`config.mk`:
```
export PLATFORM = sky130hd
export DESIGN_NAME = id_ex_stage
export DESIGN_NICKNAME = d
export VERILOG_FILES = /design/src/rtl/id_ex_stage_pkg.sv /design/src/rtl/id_ex_stage_slot.sv /design/src/rtl/id_ex_stage.sv
export SDC_FILE = /design/constraint.sdc
export NUM_CORES = 1
export LEC_CHECK = 0
export ABC_CLOCK_PERIOD_IN_PS = 12650
export BUFFER_PORTS_ARGS = -buffer_cell sky130_fd_sc_hd__clkbuf_2
export CORE_MARGIN = 2
export CORE_UTILIZATION = 50
export CTS_BUF_LIST = sky130_fd_sc_hd__clkbuf_16
export CTS_CLUSTER_SIZE = 14
export DETAILED_ROUTE_END_ITERATION = 8
export HOLD_SLACK_MARGIN = 0.08
export PLACE_DENSITY = 0.8
export SETUP_SLACK_MARGIN = 0.15
export SKIP_CTS_REPAIR_TIMING = 1
export SYNTH_ARGS = -nofsm -noshare
export SYNTH_HDL_FRONTEND = slang
export SYNTH_SLANG_ARGS = --single-unit
```
`constraint.sdc`:
```
create_clock -name i_clk -period 12.65 [get_ports i_clk]
set_input_delay 1.8975 -clock i_clk [delete_from_list [all_inputs] [get_ports i_clk]]
set_output_delay 1.8975 -clock i_clk [all_outputs]
set_load 0.1 [all_outputs]
```
`src/rtl/id_ex_stage_pkg.sv`:
```
// Shared decode/execute definitions: occupancy states, immediate types, control-word layout.
// Default widths for the ID/EX stage live here as well.
package id_ex_stage_pkg;

    localparam int unsigned DATA_W_DEF     = 32;
    localparam int unsigned REG_ADDR_W_DEF = 5;
    localparam int unsigned CTRL_W_DEF     = 16;

    typedef enum logic [1:0] {
        StEmpty = 2'd0,
        StOne   = 2'd1,
        StTwo   = 2'd2
    } occ_e;

    typedef enum logic [2:0] {
        ImmNone = 3'd0,
        ImmI    = 3'd1,
        ImmB    = 3'd2,
        ImmJ    = 3'd3,
        ImmS    = 3'd4,
        ImmU    = 3'd5
    } imm_type_e;

    // Control-word field layout (opaque to this stage, consumed by EX/MEM/WB).
    localparam int unsigned CTRL_ALU_OP_LSB   = 0;
    localparam int unsigned CTRL_ALU_OP_W     = 5;
    localparam int unsigned CTRL_IMM_TYPE_LSB = 5;
    localparam int unsigned CTRL_IMM_TYPE_W   = 3;
    localparam int unsigned CTRL_MEM_RD_BIT   = 8;
    localparam int unsigned CTRL_MEM_WR_BIT   = 9;
    localparam int unsigned CTRL_WB_EN_BIT    = 10;

    function automatic logic ctrl_wb_en(input logic [CTRL_W_DEF-1:0] ctrl);
        return ctrl[CTRL_WB_EN_BIT];
    endfunction

endpackage

```
`src/rtl/id_ex_stage_slot.sv`:
```
// One ID/EX bundle register: load enable, async clear, output forced to zero when not valid.
module id_ex_stage_slot
    import id_ex_stage_pkg::*;
#(
    parameter int unsigned W = 32
) (
    input  logic         i_clk,
    input  logic         i_rst,
    input  logic         i_load,
    input  logic [W-1:0] i_data,
    input  logic         i_valid,
    output logic [W-1:0] o_data
);

    logic [W-1:0] r_data;

    always_ff @(posedge i_clk or posedge i_rst) begin
        if (i_rst) begin
            r_data <= '0;
        end else if (i_load) begin
            r_data <= i_data;
        end
    end

    assign o_data = i_valid ? r_data : '0;

endmodule

```
`src/rtl/id_ex_stage.sv`:
```
// Decode->execute pipeline stage with a 2-entry skid buffer and synchronous flush.
// Define ID_EX_PERF_CNT_EN to build the stall/bubble performance counters.
module id_ex_stage
    import id_ex_stage_pkg::*;
#(
    parameter int unsigned DATA_W     = DATA_W_DEF,
    parameter int unsigned REG_ADDR_W = REG_ADDR_W_DEF,
    parameter int unsigned CTRL_W     = CTRL_W_DEF
) (
    input  logic                  i_clk,
    input  logic                  i_rst,
    input  logic                  i_flush,
    input  logic                  i_in_valid,
    output logic                  o_in_ready,
    input  logic [DATA_W-1:0]     i_in_pc,
    input  logic [DATA_W-1:0]     i_in_rs1_data,
    input  logic [DATA_W-1:0]     i_in_rs2_data,
    input  logic [DATA_W-1:0]     i_in_imm,
    input  logic [REG_ADDR_W-1:0] i_in_rd,
    input  logic [CTRL_W-1:0]     i_in_ctrl,
    output logic                  o_out_valid,
    input  logic                  i_out_ready,
    output logic [DATA_W-1:0]     o_out_pc,
    output logic [DATA_W-1:0]     o_out_rs1_data,
    output logic [DATA_W-1:0]     o_out_rs2_data,
    output logic [DATA_W-1:0]     o_out_imm,
    output logic [REG_ADDR_W-1:0] o_out_rd,
    output logic [CTRL_W-1:0]     o_out_ctrl,
    output logic [31:0]           o_perf_stall_cnt,
    output logic [31:0]           o_perf_bubble_cnt
);

    localparam int unsigned BUN_W = 4 * DATA_W + REG_ADDR_W + CTRL_W;

    occ_e             r_state;
    occ_e             w_state_d;
    logic             r_in_ready;
    logic             w_in_fire;
    logic             w_out_fire;
    logic             w_main_valid;
    logic             w_skid_valid;
    logic             w_main_load;
    logic             w_main_from_skid;
    logic             w_skid_load;
    logic [BUN_W-1:0] w_in_bun;
    logic [BUN_W-1:0] w_main_d;
    logic [BUN_W-1:0] w_main_q;
    logic [BUN_W-1:0] w_skid_q;

    assign w_main_valid = (r_state != StEmpty);
    assign w_skid_valid = (r_state == StTwo);
    assign w_in_fire    = i_in_valid & r_in_ready;
    assign w_out_fire   = w_main_valid & i_out_ready;
    assign w_in_bun     = {i_in_pc, i_in_rs1_data, i_in_rs2_data, i_in_imm, i_in_rd, i_in_ctrl};

    always_comb begin
        w_state_d        = r_state;
        w_main_load      = 1'b0;
        w_main_from_skid = 1'b0;
        w_skid_load      = 1'b0;
        if (i_flush) begin
            // Redirect wins: held entries and any same-cycle input are dropped.
            w_state_d = StEmpty;
        end else begin
            case (r_state)
                StEmpty: begin
                    if (w_in_fire) begin
                        w_state_d   = StOne;
                        w_main_load = 1'b1;
                    end
                end
                StOne: begin
                    if (w_in_fire && w_out_fire) begin
                        w_main_load = 1'b1;
                    end else if (w_in_fire) begin
                        w_state_d   = StTwo;
                        w_skid_load = 1'b1;
                    end else if (w_out_fire) begin
                        w_state_d = StEmpty;
                    end
                end
                StTwo: begin
                    if (w_out_fire) begin
                        w_state_d        = StOne;
                        w_main_load      = 1'b1;
                        w_main_from_skid = 1'b1;
                    end
                end
                default: w_state_d = StEmpty;
            endcase
        end
    end

    always_ff @(posedge i_clk or posedge i_rst) begin
        if (i_rst) begin
            r_state    <= StEmpty;
            r_in_ready <= 1'b1;
        end else begin
            r_state    <= w_state_d;
            r_in_ready <= (w_state_d != StTwo);
        end
    end

    assign w_main_d = w_main_from_skid ? w_skid_q : w_in_bun;

    id_ex_stage_slot #(
        .W (BUN_W)
    ) u_main (
        .i_clk   (i_clk),
        .i_rst   (i_rst),
        .i_load  (w_main_load),
        .i_data  (w_main_d),
        .i_valid (w_main_valid),
        .o_data  (w_main_q)
    );

    id_ex_stage_slot #(
        .W (BUN_W)
    ) u_skid (
        .i_clk   (i_clk),
        .i_rst   (i_rst),
        .i_load  (w_skid_load),
        .i_data  (w_in_bun),
        .i_valid (w_skid_valid),
        .o_data  (w_skid_q)
    );

    assign o_in_ready  = r_in_ready;
    assign o_out_valid = w_main_valid;
    assign {o_out_pc, o_out_rs1_data, o_out_rs2_data, o_out_imm, o_out_rd, o_out_ctrl} = w_main_q;

`ifdef ID_EX_PERF_CNT_EN
    logic [31:0] r_stall_cnt;
    logic [31:0] r_bubble_cnt;

    always_ff @(posedge i_clk or posedge i_rst) begin
        if (i_rst) begin
            r_stall_cnt  <= '0;
            r_bubble_cnt <= '0;
        end else begin
            if (w_main_valid && !i_out_ready) begin
                r_stall_cnt <= r_stall_cnt + 32'd1;
            end
            if (!w_main_valid && i_out_ready) begin
                r_bubble_cnt <= r_bubble_cnt + 32'd1;
            end
        end
    end

    assign o_perf_stall_cnt  = r_stall_cnt;
    assign o_perf_bubble_cnt = r_bubble_cnt;
`else
    assign o_perf_stall_cnt  = '0;
    assign o_perf_bubble_cnt = '0;
`endif

endmodule

```
[After elaboration in Yosys (flattened, before gate mapping)]
Index checks and enable logic that the tools add are counted.
Storage, ports and cells
  register bits after elaboration: 301
  input bits: 154
  output and inout bits: 215
  logic and storage cells: 32
Operators by class
  eq/ne operators: 3
  multiplexer cells: 20
  bitwise gates (word level): 2
  reductions and logical operators: 3
Operators by type and width (number)
  two-way mux 149 bit: 3
  two-way mux 2 bit: 6
  two-way mux 1 bit: 9
  case mux 2 bit (3 select lines): 1
  case mux 1 bit (3 select lines): 1
  AND 1 bit: 2
  == test 2 x 1 -> 1 bit (second input constant): 1
  == test 2 bit (second input constant): 1
  zero test 2 bit: 1
  != test 2 bit (second input constant): 1
  nonzero test 2 bit: 1
  logical AND 1 bit: 1

[Longest topological paths before layout]
  depth after elaboration: 8
  mapped depth: 9
  mapped depth without buffers: 4

[Hierarchy]
From an unflattened synthesis, not the netlist that was laid out.
Second synthesis, totals
  cells, all modules: 1212
  area total of the unflattened synthesis: 16818.6 µm²
Modules (own cells, without submodules)
  id_ex_stage_slot: instances 2, cells an instance 481, area each 6955.4 µm², sequential area each 3728.6 µm²
  id_ex_stage: instances 1, cells an instance 250, area each 2907.8 µm², sequential area each 76.3 µm²

[Worst setup path after synthesis]
OpenSTA, ideal clock, no wires.
  path kind: register -> output
  from: register r_state[0]
  to: output port o_out_pc[21]
  arrival: 2.527 ns
  data required time: 10.752 ns
  setup slack: 8.225 ns
  cell stages (with the launch flop): 5
  buffers on the path: 2
  path through: dfrtp_1 -> or2_2 -> clkbuf_1 -> clkbuf_1 -> and2_1
Between the ends
  longest elaborated chain between the ends: 2
Ends and longest elaborated chain
  from (decl): RTL line id_ex_stage.sv:35  | occ_e r_state;
  from (signal assigned): RTL line id_ex_stage.sv:96  | r_state <= StEmpty;
  from (signal assigned): RTL line id_ex_stage.sv:99  | r_state <= w_state_d;
  nonzero test 2 bit: RTL line id_ex_stage.sv:50  | assign w_main_valid = (r_state != StEmpty);
  net o_out_valid: RTL line id_ex_stage.sv:21  | output logic o_out_valid,
  two-way mux 149 bit: RTL line id_ex_stage_slot.sv:25  | assign o_data = i_valid ? r_data : '0;
  to (decl): RTL line id_ex_stage.sv:23  | output logic [DATA_W-1:0] o_out_pc,
The timed path passes the listed nets, and every way through them passes these cells.

[Final worst setup path]
  from: register r_state[0]
  to: output port o_out_rs2_data[18]
Between the ends
  longest elaborated chain between the ends: 2
Ends and longest elaborated chain
  nonzero test 2 bit: RTL line id_ex_stage.sv:50
  two-way mux 149 bit: RTL line id_ex_stage_slot.sv:25
  to (decl): RTL line id_ex_stage.sv:25  | output logic [DATA_W-1:0] o_out_rs2_data,
Every way passes these cells.

==> results.txt <==
----------------------------------------------------
[Outcome]
  Status ... finished, final reports clean

[Yosys]
  Fraction of registers with async set/reset ... 100.0%
  Share of the yosys chip area belonging to registers ... 54.34%
  Cell taking the most area after synthesis ... sky130_fd_sc_hd__dfrtp_1
  Main area contributors after synthesis ... sky130_fd_sc_hd__dfrtp_1 54%, sky130_fd_sc_hd__mux2_2 12%, sky130_fd_sc_hd__nand2_1 8.1%
  EDFF count, synth ... 0
  Count of cell types in the netlist ... 22
  Area of the mapped netlist ... 13860 um2
  Synthesized instance count ... 1377
  Commonest cells in the synthesized netlist ... 300 x sky130_fd_sc_hd__dfrtp_1, 300 x sky130_fd_sc_hd__nand2_1, 152 x sky130_fd_sc_hd__nor2_1
  Count of yosys warnings during synthesis ... 0
  Most instantiated flip-flop cell in the synthesis netlist ... sky130_fd_sc_hd__dfrtp_1
  Seq cells post-synth ... 301
  Area share of the leading cell type in the synthesized netlist ... 54.15%
  Synthesized area per cell ... 10.07 um2

[Route]
  Routed Antenna Nets ... 0
  Number of detailed-route iterations in the first pass ... 4
  Detailed-route wire length per cell ... 16.09 um
  Detailed-route vias per instance ... 5.184
  # DRC ... 0
  Routed WL ... 32.54 mm
  Starting DRC count in detailed routing ... 736
  Via count of the routed design ... 10482

[Critical path]
  Critical path startpoint category ... flip-flop
  Data arrival at the endpoint of the critical path ... 3.17 ns
  Crit. Startpoint ... r_state[0]
  Worst setup path category ... flip-flop to output port
  Worst-path fanout max ... 104
  Beginning of the worst register-to-register path ... r_state[0]
  Worst path required time ... 10.75 ns
  Critical path endpoint category ... output port

[STA]
  Relative slew slack ... 28.99%
  Final Max Slew Viols ... 0
  Period minus WS final ... 5.064 ns
  Setup repair after global routing missed its margin ... no
  Peak Freq ... 197.5 MHz
  Max Clock Skew ... 0.01335 ns
  Worst hold slack ... 0.5048 ns
  Setup slack of the critical path after layout ... 7.586 ns
  Setup-failing EPs final ... 0
  Final sum of negative setup slack ... 0 ns
  Final number of hold-violating endpoints ... 0
  Share of the cycle needed by the critical path after routing ... 40.03%
  Transition time at the pin with the least slew margin ... 1.065 ns

[Power]
  Standby leakage power ... 0.007909 uW
  Power density of the placed cells ... 199.3 nW/um2
  Maximum vdd drop ... 135.8 uV

[Placed design]
  Sum of net half-perimeters after detailed placement ... 20.57 mm
  Final Wtd Congestion ... 0.7670
  Placed instance area ... 15230 um2
  Port Buffer Count ... 304
  Minimum setup slack after placement ... 7.638 ns

[Clock network]
  Count of H-tree levels built during CTS ... 1
  Worst skew pair latency ... 0.56 ns
  TritonCTS clock tree ... done
  Cts bufs inserted ... 31
  Root Driver ... sky130_fd_sc_hd__clkbuf_16
  Sink count of the clock tree ... 301
  Maximum buffer depth of the clock tree ... 3
  Clock slew at reported path FFs ... 0.06 ns

[Layout]
  Ratio of cells with drive above 1 in the final layout ... 31.11%
  Final design utilization ... 60.18%
  Final-stage net count ... 1778
  Final cell area excluding filler cells ... 16310 um2
  Area overhead of the layout relative to synthesis ... 17.64%

[Job]
  Max capacitance violation total ... 0

[Die]
  Overall die height ... 170.5 um
  Starting density of the core ... 51.16%
  Die extent in x ... 170.5 um
  Number of top-level design ports ... 369
  Row count ... 60
  Die area ... 29080 um2
  Placeable core area ... 27100 um2

[Global routing]
  Remaining global-route overflow ... 0
  Global-route wire length before repair ... 51.54 mm
  Vias in the first global route ... 10206
  Maximum number of pins on one net before global-route repair ... 160
  Number of antenna violations at the first check in global routing ... 2
  Total Routing Usage GR ... 22.01%

[Hold path]
  Min-delay src ... u_skid.r_data[27]
  Type of the worst min-delay path ... flip-flop to flip-flop

----------------------------------------------------
## worst max-delay path, cell delays in order, from the launching register on
cell and delay (ns):
sky130_fd_sc_hd__dfrtp_1 0.50, sky130_fd_sc_hd__or2_4 0.44, sky130_fd_sc_hd__buf_4 0.77, sky130_fd_sc_hd__and2_1 0.27, sky130_fd_sc_hd__clkbuf_2 0.47
## cell type report
cell class	instances	area, um2
Antenna cell	1	2.502
Clock buffer	31	775.7
Clock inverter	27	297.8
Fill cell	2241	10790
Inverter	2	15.01
Multi-Input combinational cell	973	5604
Sequential cell	301	7533
Tap cell	372	465.4
Timing Repair Buffer	315	1617
## kinds of logic (layout without fill, tap and decap cells)
| family | after synthesis | after routing | share of synthesized area [%] |
|---|---|---|---|
| simple gates | 606 | 606 | 19.22 |
| flops | 301 | 301 | 54.34 |
| buf+inv | 166 | 375 | 7.283 |
| compound gates | 153 | 153 | 6.967 |
| mux | 149 | 149 | 12.10 |
| other cells | 1 | 65 | 0.02705 |
| xor+xnor | 1 | 1 | 0.06318 |
## state kept, by name (all words and copies together), names as in the netlist
signal         flops
o_in_ready         1
r_state            2
u_main.r_data    149
u_skid.r_data    149
## worst paths after layout
kind,to,slack [ns],cells past startpoint
max,o_out_rs2_data[18],7.59,4
min,u_skid.r_data[27],0.50,1
max reg2reg,u_main.r_data[82],9.23,7
min reg2reg,u_skid.r_data[27],0.50,1
max in group asynchronous,u_skid.r_data[11],9.68,3
min in group asynchronous,r_state[0],1.51,2
## layout by cell type, fill, tap and decap left out, types with 2 or more instances in the layout
master,n
sky130_fd_sc_hd__conb_1,64
sky130_fd_sc_hd__nor2_1,151
sky130_fd_sc_hd__clkinv_2,2
sky130_fd_sc_hd__nand2_1,300
sky130_fd_sc_hd__and2_1,149
sky130_fd_sc_hd__bufinv_16,7
sky130_fd_sc_hd__a31oi_1,149
sky130_fd_sc_hd__dfrtp_1,300
sky130_fd_sc_hd__inv_1,9
sky130_fd_sc_hd__clkinv_1,8
sky130_fd_sc_hd__buf_4,10
sky130_fd_sc_hd__clkbuf_16,31
sky130_fd_sc_hd__clkbuf_2,304
sky130_fd_sc_hd__mux2_2,149
## stage by stage
stage               total power (uW)  std cells
floorplan                       2153       1440
global placement                2275       1963
detailed placement              2312       1963
CTS                             3277       2021
global route                    3391       2022
finish                          3250       2022
## metal layers
layer  part of all wire [%]  GRT usage (%)  vias up
met5                  0.040              0        -
met4                    2.9          6.726        2
met3                    8.4          6.870       65
met2                     50          38.74      345
met1                     39          25.74     5131
li1                       -              -     4939
## report_power, final
| part | leakage, uW | switching, uW | internal, uW | total [uW] |
|---|---|---|---|---|
| registers | 0.00351 | 119 | 1200 | 1320 |
| logic | 0.00384 | 719 | 250 | 969 |
| clock network | 0.000553 | 374 | 585 | 958 |
Note: power is estimated with default switching activity, not from simulation.
